$ cat config.mk
export PLATFORM = sky130hd
export DESIGN_NAME = sram_ctrl_1rw_flat
export DESIGN_NICKNAME = d
export VERILOG_FILES = /design/src/rtl/sram_ctrl_pkg.sv /design/src/rtl/sram_ctrl_1rw_if.sv /design/src/rtl/sram_ctrl_1rw_init_seq.sv /design/src/rtl/sram_ctrl_1rw.sv /design/src/flat_wrapper.sv
export SDC_FILE = /design/constraint.sdc
export NUM_CORES = 1
export LEC_CHECK = 0
export ABC_AREA = 1
export CAP_MARGIN = 20
export CORE_MARGIN = 3
export CORE_UTILIZATION = 37
export CTS_CLUSTER_SIZE = 20
export DETAILED_ROUTE_END_ITERATION = 12
export PLACE_DENSITY_LB_ADDON = 0.12
export SYNTH_ARGS = -nofsm -noshare
export SYNTH_HDL_FRONTEND = slang
export SYNTH_SLANG_ARGS = --single-unit
export TNS_END_PERCENT = 50
$ cat constraint.sdc
create_clock -name clk0 -period 1.3 [get_ports clk0]
set_clock_uncertainty 0.1 [all_clocks]
set_input_delay 0.195 -clock clk0 [delete_from_list [all_inputs] [get_ports clk0]]
set_output_delay 0.195 -clock clk0 [all_outputs]
set_load 0.005 [all_outputs]
$ cat src/rtl/sram_ctrl_pkg.sv
// -----------------------------------------------------------------------------
// sram_ctrl_pkg
//
// Shared definitions for the single-port SRAM request controller.
//   - SRAM_DATA_WIDTH / SRAM_ADDR_WIDTH : default geometry of the 32x128 macro
//   - RD_LAT                            : cycles from request accept to the
//                                         edge that captures read data
//   - ctrl_state_e                      : controller FSM states
//   - init_last_idx()                   : terminal index of a clear walk
// -----------------------------------------------------------------------------
package sram_ctrl_pkg;

  localparam int SRAM_DATA_WIDTH = 32;
  localparam int SRAM_ADDR_WIDTH = 7;

  // Accept edge N -> macro samples at N+1 -> dout0 captured at N+2.
  localparam int RD_LAT = 2;

  typedef enum logic {
    S_INIT = 1'b0,  // clear walk in progress, client blocked
    S_RUN  = 1'b1   // client traffic
  } ctrl_state_e;

  // Last address written by a clear of a depth-word array.
  function automatic int init_last_idx(input int depth);
    return depth - 1;
  endfunction

endpackage : sram_ctrl_pkg

$ cat src/rtl/sram_ctrl_1rw_if.sv
// -----------------------------------------------------------------------------
// sram_ctrl_1rw_if
//
// Client-side request/response bundle of sram_ctrl_1rw.
//   req_valid  : client has a request this cycle
//   req_ready  : controller accepts a request this cycle (combinational)
//   req_we     : 1 = write, 0 = read
//   req_addr   : word address
//   req_wdata  : write data
//   rsp_valid  : one-cycle strobe, rsp_rdata carries read data
//   rsp_rdata  : read data
//
// master : the client (drives the request, sees ready/response)
// slave  : the controller
// -----------------------------------------------------------------------------
interface sram_ctrl_1rw_if #(
  parameter int DATA_WIDTH = 32,
  parameter int ADDR_WIDTH = 7
) ();

  logic                  req_valid;
  logic                  req_ready;
  logic                  req_we;
  logic [ADDR_WIDTH-1:0] req_addr;
  logic [DATA_WIDTH-1:0] req_wdata;
  logic                  rsp_valid;
  logic [DATA_WIDTH-1:0] rsp_rdata;

  modport master (
    output req_valid,
    output req_we,
    output req_addr,
    output req_wdata,
    input  req_ready,
    input  rsp_valid,
    input  rsp_rdata
  );

  modport slave (
    input  req_valid,
    input  req_we,
    input  req_addr,
    input  req_wdata,
    output req_ready,
    output rsp_valid,
    output rsp_rdata
  );

endinterface : sram_ctrl_1rw_if

$ cat src/rtl/sram_ctrl_1rw_init_seq.sv
// -----------------------------------------------------------------------------
// sram_init_seq
//
// Clear-walk address generator. While enable is high it presents one address
// per cycle, 0 .. RAM_DEPTH-1, then stops. restart rewinds the walk to 0.
//
// Ports:
//   clk0, rst0_n : clock, synchronous active-low reset (rewinds to 0)
//   restart      : rewind the counter to 0 on the next edge
//   enable       : walk is allowed to advance (controller is in S_INIT)
//   active       : a clear write should be issued this cycle
//   addr         : address of that clear write
//   done         : this cycle issues the final clear write
// -----------------------------------------------------------------------------
module sram_init_seq
  import sram_ctrl_pkg::*;
#(
  parameter int ADDR_WIDTH = SRAM_ADDR_WIDTH,
  parameter int RAM_DEPTH  = 1 << ADDR_WIDTH
) (
  input  logic                  clk0,
  input  logic                  rst0_n,
  input  logic                  restart,
  input  logic                  enable,
  output logic                  active,
  output logic [ADDR_WIDTH-1:0] addr,
  output logic                  done
);

  // One extra bit so the counter parks at RAM_DEPTH after the last write
  // instead of wrapping back onto address 0.
  localparam int              CNT_W = ADDR_WIDTH + 1;
  localparam logic [CNT_W-1:0] LAST = CNT_W'(init_last_idx(RAM_DEPTH));

  logic [CNT_W-1:0] icnt_q;
  logic [CNT_W-1:0] icnt_d;
  logic             in_range;

  assign in_range = (icnt_q <= LAST);

  always_comb begin
    icnt_d = icnt_q;
    if (restart) begin
      icnt_d = '0;
    end else if (enable && in_range) begin
      icnt_d = icnt_q + 1'b1;
    end
  end

  always_ff @(posedge clk0) begin
    if (!rst0_n) begin
      icnt_q <= '0;
    end else begin
      icnt_q <= icnt_d;
    end
  end

  assign active = enable && in_range;
  assign addr   = icnt_q[ADDR_WIDTH-1:0];
  assign done   = active && (icnt_q == LAST);

endmodule : sram_init_seq

$ cat src/rtl/sram_ctrl_1rw.sv
// -----------------------------------------------------------------------------
// sram_ctrl_1rw
//
// Request-side controller for a single-port (1rw) SRAM macro. Turns a
// valid/ready request stream into registered csb0/web0/addr0/din0 pin
// activity and returns read data on a one-cycle rsp_valid strobe, RD_LAT
// edges after acceptance. After reset, and on init_req, the whole array is
// overwritten with INIT_VALUE before client traffic is admitted again.
//
// Ports:
//   clk0       : clock, rising edge
//   rst0_n     : synchronous active-low reset
//   bus        : client request/response bundle (slave side)
//   init_req   : start a full-array clear (ignored while one is running)
//   init_done  : high once a clear has completed, low while one runs
//   csb0/web0  : macro chip select / write enable, both active low
//   addr0/din0 : macro address / write data
//   dout0      : macro read data, stable one edge after the read is sampled
// -----------------------------------------------------------------------------
module sram_ctrl_1rw
  import sram_ctrl_pkg::*;
#(
  parameter int                   DATA_WIDTH = SRAM_DATA_WIDTH,
  parameter int                   ADDR_WIDTH = SRAM_ADDR_WIDTH,
  parameter int                   RAM_DEPTH  = 1 << ADDR_WIDTH,
  parameter logic [DATA_WIDTH-1:0] INIT_VALUE = '0
) (
  input  logic                  clk0,
  input  logic                  rst0_n,
  sram_ctrl_1rw_if.slave        bus,
  input  logic                  init_req,
  output logic                  init_done,
  output logic                  csb0,
  output logic                  web0,
  output logic [ADDR_WIDTH-1:0] addr0,
  output logic [DATA_WIDTH-1:0] din0,
  input  logic [DATA_WIDTH-1:0] dout0
);

  // ---------------------------------------------------------------------------
  // Declarations
  // ---------------------------------------------------------------------------
  ctrl_state_e state_q, state_d;
  logic        init_done_q, init_done_d;

  logic                  csb0_q, csb0_d;
  logic                  web0_q, web0_d;
  logic [ADDR_WIDTH-1:0] addr0_q, addr0_d;
  logic [DATA_WIDTH-1:0] din0_q, din0_d;

  // Bit i set: a read accepted i+1 edges ago is still in flight.
  logic [RD_LAT-1:0]     rd_tag_q, rd_tag_d;
  logic                  rsp_valid_q, rsp_valid_d;
  logic [DATA_WIDTH-1:0] rsp_rdata_q, rsp_rdata_d;

  logic                  req_ready;
  logic                  accept;
  logic                  init_start;

  logic                  seq_active;
  logic [ADDR_WIDTH-1:0] seq_addr;
  logic                  seq_done;

  // ---------------------------------------------------------------------------
  // Handshake
  // ---------------------------------------------------------------------------
  // Ready drops in the init_req cycle itself so a request cannot slip in
  // alongside the clear; rst0_n is folded in so ready is low during reset.
  assign req_ready  = (state_q == S_RUN) && !init_req && rst0_n;
  assign accept     = bus.req_valid && req_ready;
  assign init_start = (state_q == S_RUN) && init_req;

  assign bus.req_ready = req_ready;

  // ---------------------------------------------------------------------------
  // Clear walk
  // ---------------------------------------------------------------------------
  sram_init_seq #(
    .ADDR_WIDTH (ADDR_WIDTH),
    .RAM_DEPTH  (RAM_DEPTH)
  ) u_init_seq (
    .clk0    (clk0),
    .rst0_n  (rst0_n),
    .restart (init_start),
    .enable  (state_q == S_INIT),
    .active  (seq_active),
    .addr    (seq_addr),
    .done    (seq_done)
  );

  // ---------------------------------------------------------------------------
  // FSM: next state and init_done
  // ---------------------------------------------------------------------------
  always_comb begin
    state_d     = state_q;
    init_done_d = init_done_q;
    unique case (state_q)
      S_INIT: begin
        // Leave as the last clear write is registered onto the pins, so
        // init_done rises on the same edge that presents that write.
        if (seq_done) begin
          state_d     = S_RUN;
          init_done_d = 1'b1;
        end
      end
      S_RUN: begin
        if (init_req) begin
          state_d     = S_INIT;
          init_done_d = 1'b0;
        end
      end
      default: begin
        state_d = S_INIT;
      end
    endcase
  end

  // ---------------------------------------------------------------------------
  // Macro pin next values: clear walk has priority over the client path
  // ---------------------------------------------------------------------------
  always_comb begin
    csb0_d  = 1'b1;
    web0_d  = 1'b1;
    addr0_d = addr0_q;
    din0_d  = din0_q;
    if (seq_active) begin
      csb0_d  = 1'b0;
      web0_d  = 1'b0;
      addr0_d = seq_addr;
      din0_d  = INIT_VALUE;
    end else if (accept) begin
      csb0_d  = 1'b0;
      web0_d  = ~bus.req_we;
      addr0_d = bus.req_addr;
      // Reads leave din0 alone to avoid needless toggling on the macro bus.
      if (bus.req_we) begin
        din0_d = bus.req_wdata;
      end
    end
  end

  // ---------------------------------------------------------------------------
  // Read-tag pipeline and response register
  // ---------------------------------------------------------------------------
  // Tags are not cleared by init_req: reads already on the pins complete
  // normally while the clear starts behind them.
  always_comb begin
    rd_tag_d    = '0;
    rd_tag_d[0] = accept && !bus.req_we;
    for (int i = 1; i < RD_LAT; i++) begin
      rd_tag_d[i] = rd_tag_q[i-1];
    end
  end

  always_comb begin
    rsp_valid_d = rd_tag_q[RD_LAT-1];
    rsp_rdata_d = rsp_rdata_q;
    if (rd_tag_q[RD_LAT-1]) begin
      rsp_rdata_d = dout0;
    end
  end

  // ---------------------------------------------------------------------------
  // State registers
  // ---------------------------------------------------------------------------
  always_ff @(posedge clk0) begin
    if (!rst0_n) begin
      state_q     <= S_INIT;
      init_done_q <= 1'b0;
      csb0_q      <= 1'b1;
      web0_q      <= 1'b1;
      addr0_q     <= '0;
      din0_q      <= '0;
      rd_tag_q    <= '0;
      rsp_valid_q <= 1'b0;
      rsp_rdata_q <= '0;
    end else begin
      state_q     <= state_d;
      init_done_q <= init_done_d;
      csb0_q      <= csb0_d;
      web0_q      <= web0_d;
      addr0_q     <= addr0_d;
      din0_q      <= din0_d;
      rd_tag_q    <= rd_tag_d;
      rsp_valid_q <= rsp_valid_d;
      rsp_rdata_q <= rsp_rdata_d;
    end
  end

  // ---------------------------------------------------------------------------
  // Outputs
  // ---------------------------------------------------------------------------
  assign init_done     = init_done_q;
  assign csb0          = csb0_q;
  assign web0          = web0_q;
  assign addr0         = addr0_q;
  assign din0          = din0_q;
  assign bus.rsp_valid = rsp_valid_q;
  assign bus.rsp_rdata = rsp_rdata_q;

endmodule : sram_ctrl_1rw

$ cat src/flat_wrapper.sv
// flat-port wrapper written by rule: the top's interface ports become plain ports
module sram_ctrl_1rw_flat import sram_ctrl_pkg::*;
#(
  parameter int                   DATA_WIDTH = SRAM_DATA_WIDTH,
  parameter int                   ADDR_WIDTH = SRAM_ADDR_WIDTH,
  parameter int                   RAM_DEPTH  = 1 << ADDR_WIDTH,
  parameter logic [DATA_WIDTH-1:0] INIT_VALUE = '0
)
  (clk0, rst0_n, init_req, init_done, csb0, web0, addr0, din0, dout0, bus_req_valid, bus_req_we, bus_req_addr, bus_req_wdata, bus_req_ready, bus_rsp_valid, bus_rsp_rdata);
  sram_ctrl_1rw_if #(.DATA_WIDTH(DATA_WIDTH), .ADDR_WIDTH(ADDR_WIDTH)) bus_i ();
  input  logic clk0;
  input  logic rst0_n;
  input  logic init_req;
  output logic init_done;
  output logic csb0;
  output logic web0;
  output logic [ADDR_WIDTH-1:0] addr0;
  output logic [DATA_WIDTH-1:0] din0;
  input  logic [DATA_WIDTH-1:0] dout0;
  input wire logic [$bits(bus_i.req_valid)-1:0] bus_req_valid;
  input wire logic [$bits(bus_i.req_we)-1:0] bus_req_we;
  input wire logic [$bits(bus_i.req_addr)-1:0] bus_req_addr;
  input wire logic [$bits(bus_i.req_wdata)-1:0] bus_req_wdata;
  output wire logic [$bits(bus_i.req_ready)-1:0] bus_req_ready;
  output wire logic [$bits(bus_i.rsp_valid)-1:0] bus_rsp_valid;
  output wire logic [$bits(bus_i.rsp_rdata)-1:0] bus_rsp_rdata;
  assign bus_i.req_valid = bus_req_valid;
  assign bus_i.req_we = bus_req_we;
  assign bus_i.req_addr = bus_req_addr;
  assign bus_i.req_wdata = bus_req_wdata;
  assign bus_req_ready = bus_i.req_ready;
  assign bus_rsp_valid = bus_i.rsp_valid;
  assign bus_rsp_rdata = bus_i.rsp_rdata;
  sram_ctrl_1rw #(.DATA_WIDTH(DATA_WIDTH), .ADDR_WIDTH(ADDR_WIDTH), .RAM_DEPTH(RAM_DEPTH), .INIT_VALUE(INIT_VALUE)) u_core (.clk0(clk0), .rst0_n(rst0_n), .bus(bus_i), .init_req(init_req), .init_done(init_done), .csb0(csb0), .web0(web0), .addr0(addr0), .din0(din0), .dout0(dout0));
endmodule
After elaboration in Yosys (flattened, before gate mapping)

Index checks and enable logic that the tools add are counted.

Add/subtract/negate cells: 1
Multipliers: 0
Divide/modulo/power cells: 0
$lt $le $gt $ge: 1
Equal/unequal tests: 3
Shifts and indexed selects: 0
Multiplexer cells: 12
Bitwise operators: 3
Reduce and logical (&&, ||, !) cells: 14

Operator list:

| kind                | count |
|---|---|
| $mux 7              | 2 |
| $add 8x1->8 const B | 1 |
| $eq 8x7->1 const B  | 1 |
| $le 8x7->1 const B  | 1 |
| $mux 1              | 8 |
| $logic_and 1x1->1   | 7 |
| $pmux 1 s2          | 2 |
| $reduce_and 2->1    | 2 |
| $reduce_or 2->1     | 2 |
| $not 1->1           | 3 |
| $logic_not 1->1     | 2 |
| $ne 2x1->1 const B  | 1 |
| $ne 2x2->1 const B  | 1 |
| $reduce_bool 2->1   | 1 |

Flip-flop bits (word level): 86
Latch bits: 0
Bits in writable memories: 0
Bits in read-only memories: 0
Input port bits: 76
Output and inout bits: 76
Word-level logic and storage cells: 44
Memories kept: 0

Longest topological paths before layout

Depth after elaboration: 6
Gate-level depth with buffers: 8
Depth with buffers taken out: 7

By module

A second synthesis with hierarchy kept.

Cells, all modules: 502
Area total of the unflattened synthesis: 3580.9 sq um

Modules (own cells, without submodules):

| module        | instances | cells each | area an instance (sq um) |
|---|---|---|---|
| sram_ctrl_1rw | 1         | 437        | 3119.2 |
| sram_init_seq | 1         | 65         | 461.7 |

Worst setup path after synthesis

Ideal clock, no wire load.

Kind: reg-to-reg
From: register u_core.state_q
To: register u_core.addr0_q[1], in the netlist u_core.addr0[1]
Arrival time: 1.008 ns
Setup slack: 0.076 ns
Cell stages (with the launch flop): 6
Period minus slack after synthesis: 1.224 ns
Cells stage by stage: dfxtp_1 > nand4_4 > nand2_1 > inv_1 > nor2_1 > nor2_1

Cells in the longest elaborated chain, start to end: 4
Elaborated cells between the ends (all ways): 7

Ends and longest elaborated chain:

| item                               | line                 | source |
|---|---|---|
| start, declared                    | sram_ctrl_1rw.sv:43  | `ctrl_state_e state_q, state_d;` |
| start signal, assigned             | sram_ctrl_1rw.sv:178 | `state_q <= state_d;` |
| $logic_and 1x1->1 (2 in series)    | sram_ctrl_1rw.sv:69  | `assign req_ready = (state_q == S_RUN) && !init_req && rst0_n;` |
| $logic_and 1x1->1                  | sram_ctrl_1rw.sv:70  | `assign accept = bus.req_valid && req_ready;` |
| $reduce_bool 2->1 (no source line) | -                    |  |
| end signal, assigned               | sram_ctrl_1rw.sv:182 | `addr0_q <= addr0_d;` |
| end, declared                      | sram_ctrl_1rw.sv:48  | `logic [ADDR_WIDTH-1:0] addr0_q, addr0_d;` |

Parallel ways exist; a longest one is shown, timed or not.
A chain may end at the register's enable or synchronous reset.

Worst setup path in the final report

From: register u_core.state_q
To: register u_core.din0_q[23], in the netlist u_core.din0[23]

Cells in the longest elaborated chain, start to end: 4
Elaborated cells between the ends (all ways): 7

Ends and longest elaborated chain:

| item                              | line                 | source |
|---|---|---|
| $logic_and 1x1->1 (2 in series)   | sram_ctrl_1rw.sv:69  |  |
| $logic_and 1x1->1                 | sram_ctrl_1rw.sv:70  |  |
| $reduce_and 2->1 (no source line) | -                    |  |
| end signal, assigned              | sram_ctrl_1rw.sv:183 | `din0_q <= din0_d;` |
| end, declared                     | sram_ctrl_1rw.sv:49  | `logic [DATA_WIDTH-1:0] din0_q, din0_d;` |

Parallel ways exist; a longest one is shown, timed or not.

==> results by group <==
STA
  – Worst Max-Slew Pin Slew: 394.8 ps
  – Hold slack: 50.04 ps
  – Unrepaired setup endpoints after global routing: true
  – Tmin final: 1377 ps
  – Slew Limit Fails: 0
  – Max frequency: 726.3 MHz
  – Fin. Hold Viols: 0
  – Final WS setup: -76.76 ps
  – Setup violators final: 41
  – Slew Limit Headroom: 73.68%
  – Fin crit share: 105.9%

Floorplan
  – Die W: 98.90 microns
  – Area of the core: 8299 sq um
  – I/O pins: 152
  – Starting density of the core: 38.47%
  – FP Rows: 33
  – Die Span Y: 98.90 microns
  – Die ar.: 9780 sq um

Layout
  – Fraction of layout cells with a size suffix above 1: 19.49%
  – Syn-to-layout area delta: 69.32%
  – Design area: 5406 sq um
  – Number of fill cells: 725
  – Core Util, Final: 65.14%
  – Fin nets: 662
  – Fin cells: 695
  – # diodes: 0

Clock network
  – Clk buf depth: 2
  – Max H-tree Level: 3
  – Clock Sinks: 86
  – Clk_lat worst skew: 340 ps
  – Reg clk slew, reported paths: 80 ps
  – CTS tree: done
  – Root Driver: clkbuf_8
  – Num CTS Buffers: 9

Setup path
  – Cells on worst reg2reg path: 6
  – CP Capture Type: flop
  – Kind of critical path: flop to flop
  – Top fanout value on the critical path: 7
  – Startpoint Class: flop
  – R2R Setup Slk: -80 ps
  – CP required: 1470 ps
  – Arrival time worst endpoint: 1550 ps

Logic synthesis
  – Top cell type's share of synthesized area: 53.92%
  – Synth Instances: 414
  – Post-Syn Area: 3193 sq um
  – Synth Area in Adders: 0.3918%
  – Ys Warns: 0
  – Main combinational cell family by area after synthesis: simple AND/OR/NAND/NOR gates
  – Multiplexer share of the synthesized area: 0%
  – Synth Area in Simple Gates: 25.43%
  – Top cells by area, synth: dfxtp_1 (54%), nor2_1 (13%), o21ai_0 (7.4%)
  – Yosys reg bits: 86
  – Sequential share of the synthesized area: 53.92%
  – Leading area contributor after synthesis: dfxtp_1
  – Synth Area in XOR/XNOR: 0%
  – Unique cell type count in the Yosys netlist: 20
  – Synth Area in Compound Gates: 13.32%
  – Syn_nets: 491
  – Mean post-synth cell area: 7.713 sq um

Place
  – Post-DP HPWL: 6.226 mm
  – Placed cell area: 4945 sq um
  – Dpl cells: 670
  – I/O Buffers: 151
  – Routability cong.: 0.7855

GRT
  – Initial antenna violation count: 0
  – Vias in the first global route: 2,964
  – Grt ovf: 0
  – All-Layer GR Usage: 17.82%
  – Global-route wire length before repair: 14.34 mm
  – Largest net degree at the start of global routing: 44

Worst hold path
  – Hold depth: 4
  – Hold Crit Class: input pin to flop

Outcome
  – Status: finished with violations
  – Violated checks: negative setup slack

Drt
  – Antenna Nets Post-Route: 0
  – Routed wire length: 9.481 mm
  – Drt drc: 0
  – Number of DRC markers in iteration 0: 157
  – Avg WL per Cell: 13.64 microns
  – TritonRoute pass-1 iters: 4
  – Via-to-Cell Ratio: 4.702
  – DR vias: 3,268

Power and ir drop
  – Leak pwr: 2.572 nW
  – Worst IR Drop VDD: 570.4 uV
  – PD cells: 944.7 nW/um^2

Run
  – Max cap viols: 0
## layout by cell type (no fill, tap or decap)
cell type,Yosys,layout
a21oi_1,9,8
nand4_1,3,3
nor2_4,1,5
bufinv_16,0,2
a21oi_2,0,1
nor3_2,0,7
nor2_2,1,1
nor2_1,112,108
o21ai_0,47,41
buf_4,3,23
clkbuf_16,0,3
nand2_4,0,1
o21ai_2,0,16
nand3_2,0,3
nand4_4,1,1
nand3_1,5,2
buf_2,3,1
ha_2,0,1
clkbuf_1,16,1
buf_12,0,4
clkdlybuf4s50_1,0,73
nor3_1,35,28
inv_2,1,3
clkbuf_8,0,10
and3_1,1,1
nand2_2,0,2
dfxtp_2,0,22
dfxtp_4,0,1
buf_6,3,4
dlygate4sd2_1,0,75
dlymetal6s2s_1,0,1
clkinvlp_4,0,3
o21ai_4,0,1
clkdlybuf4s15_1,0,1
dfxtp_1,86,63
inv_1,23,21
nand2_1,34,31
o21ai_1,29,18
## through the flow
stage          power [mW]  TNS, ps  worst slack, ps
4_1_cts             5.190   -654.1           -176.4
2_1_floorplan       2.794        0            75.82
5_1_grt             5.328    -5348           -175.9
3_5_place_dp        3.087   -32730           -539.0
3_3_place_gp        3.086   -31060           -536.4
6_report            5.107    -1698           -76.76
## routing by layer
metal / vias to the layer above / GRT usage (%) / part of all wire, %
met5: - / 0 / 0
met4: 0 / 5.672 / 1.1
met3: 8 / 6.016 / 9.0
met2: 120 / 27.17 / 45
met1: 1454 / 23.80 / 45
li1: 1686 / - / -
## state kept, by name, indices dropped and copies added, names as in the netlist
register                  count
u_core.bus.rsp_valid          1
u_core.bus.rsp_rdata         32
u_core.din0                  32
u_core.init_done              1
u_core.addr0                  7
u_core.u_init_seq.icnt_q      8
u_core.web0                   1
u_core.csb0                   1
u_core.rd_tag_q               2
u_core.state_q                1
## final timing paths
check / start / endpoint
setup / recovery: u_core.state_q$_SDFF_PN0_ / u_core.din0[23]$_SDFFE_PP0P_
hold / removal: init_req / u_core.state_q$_SDFF_PN0_
setup reg to reg: u_core.state_q$_SDFF_PN0_ / u_core.din0[23]$_SDFFE_PP0P_
hold reg to reg: u_core.rd_tag_q[0]$_SDFF_PN0_ / u_core.rd_tag_q[1]$_SDFF_PN0_
## synth_stat cells
cell type,number
and3_1,1
ha_1,1
inv_2,1
a21oi_1,9
nor2_2,1
nor3_1,35
nand2_1,34
nor2_4,1
nand3_1,5
nor2_1,112
buf_2,3
dfxtp_1,86
o21ai_1,29
o21ai_0,47
nand4_4,1
buf_6,3
buf_4,3
clkbuf_1,16
nand4_1,3
inv_1,23
## logic make-up (layout without fill, tap and decap cells)
family	count (synthesis)	in the layout
flops	86	86
compound gates	85	85
buf+inv	49	225
fa+ha+maj	1	1
simple gates	193	193
## cell type report
type / instances / area (sq um) / share of cell area, %
inverters: 24 / 90.09 / 1.666
flip-flops and latches: 86 / 1753 / 32.42
clock buffers: 11 / 141.4 / 2.615
clock inverters: 5 / 82.58 / 1.527
repair buffers: 185 / 1788 / 33.07
multi-input cells: 279 / 1420 / 26.27
well taps: 105 / 131.4 / 2.430
## power breakdown
group	switching, mW	leakage (nW)	internal [mW]
Sequential	0.0123	0.706	2.65
Combinational	0.125	1.76	0.255
Clock	0.933	0.102	1.14
Total	1.07	2.57	4.04
## critical path: stages (launching register included)
cell and delay (ps):
dfxtp_2 340, buf_6 110, nand4_4 120, nor2_4 270
clkbuf_16 210, o21ai_1 60, nor2_1 90
## timing repair
action,CTS,global route
cloned,0,3
endpoints found under the setup margin,131,48
setup buffers,0,6
pin swaps,0,25
gates resized for setup,104,55
hold buffers,0,0
(Power assumes the default switching activity.)
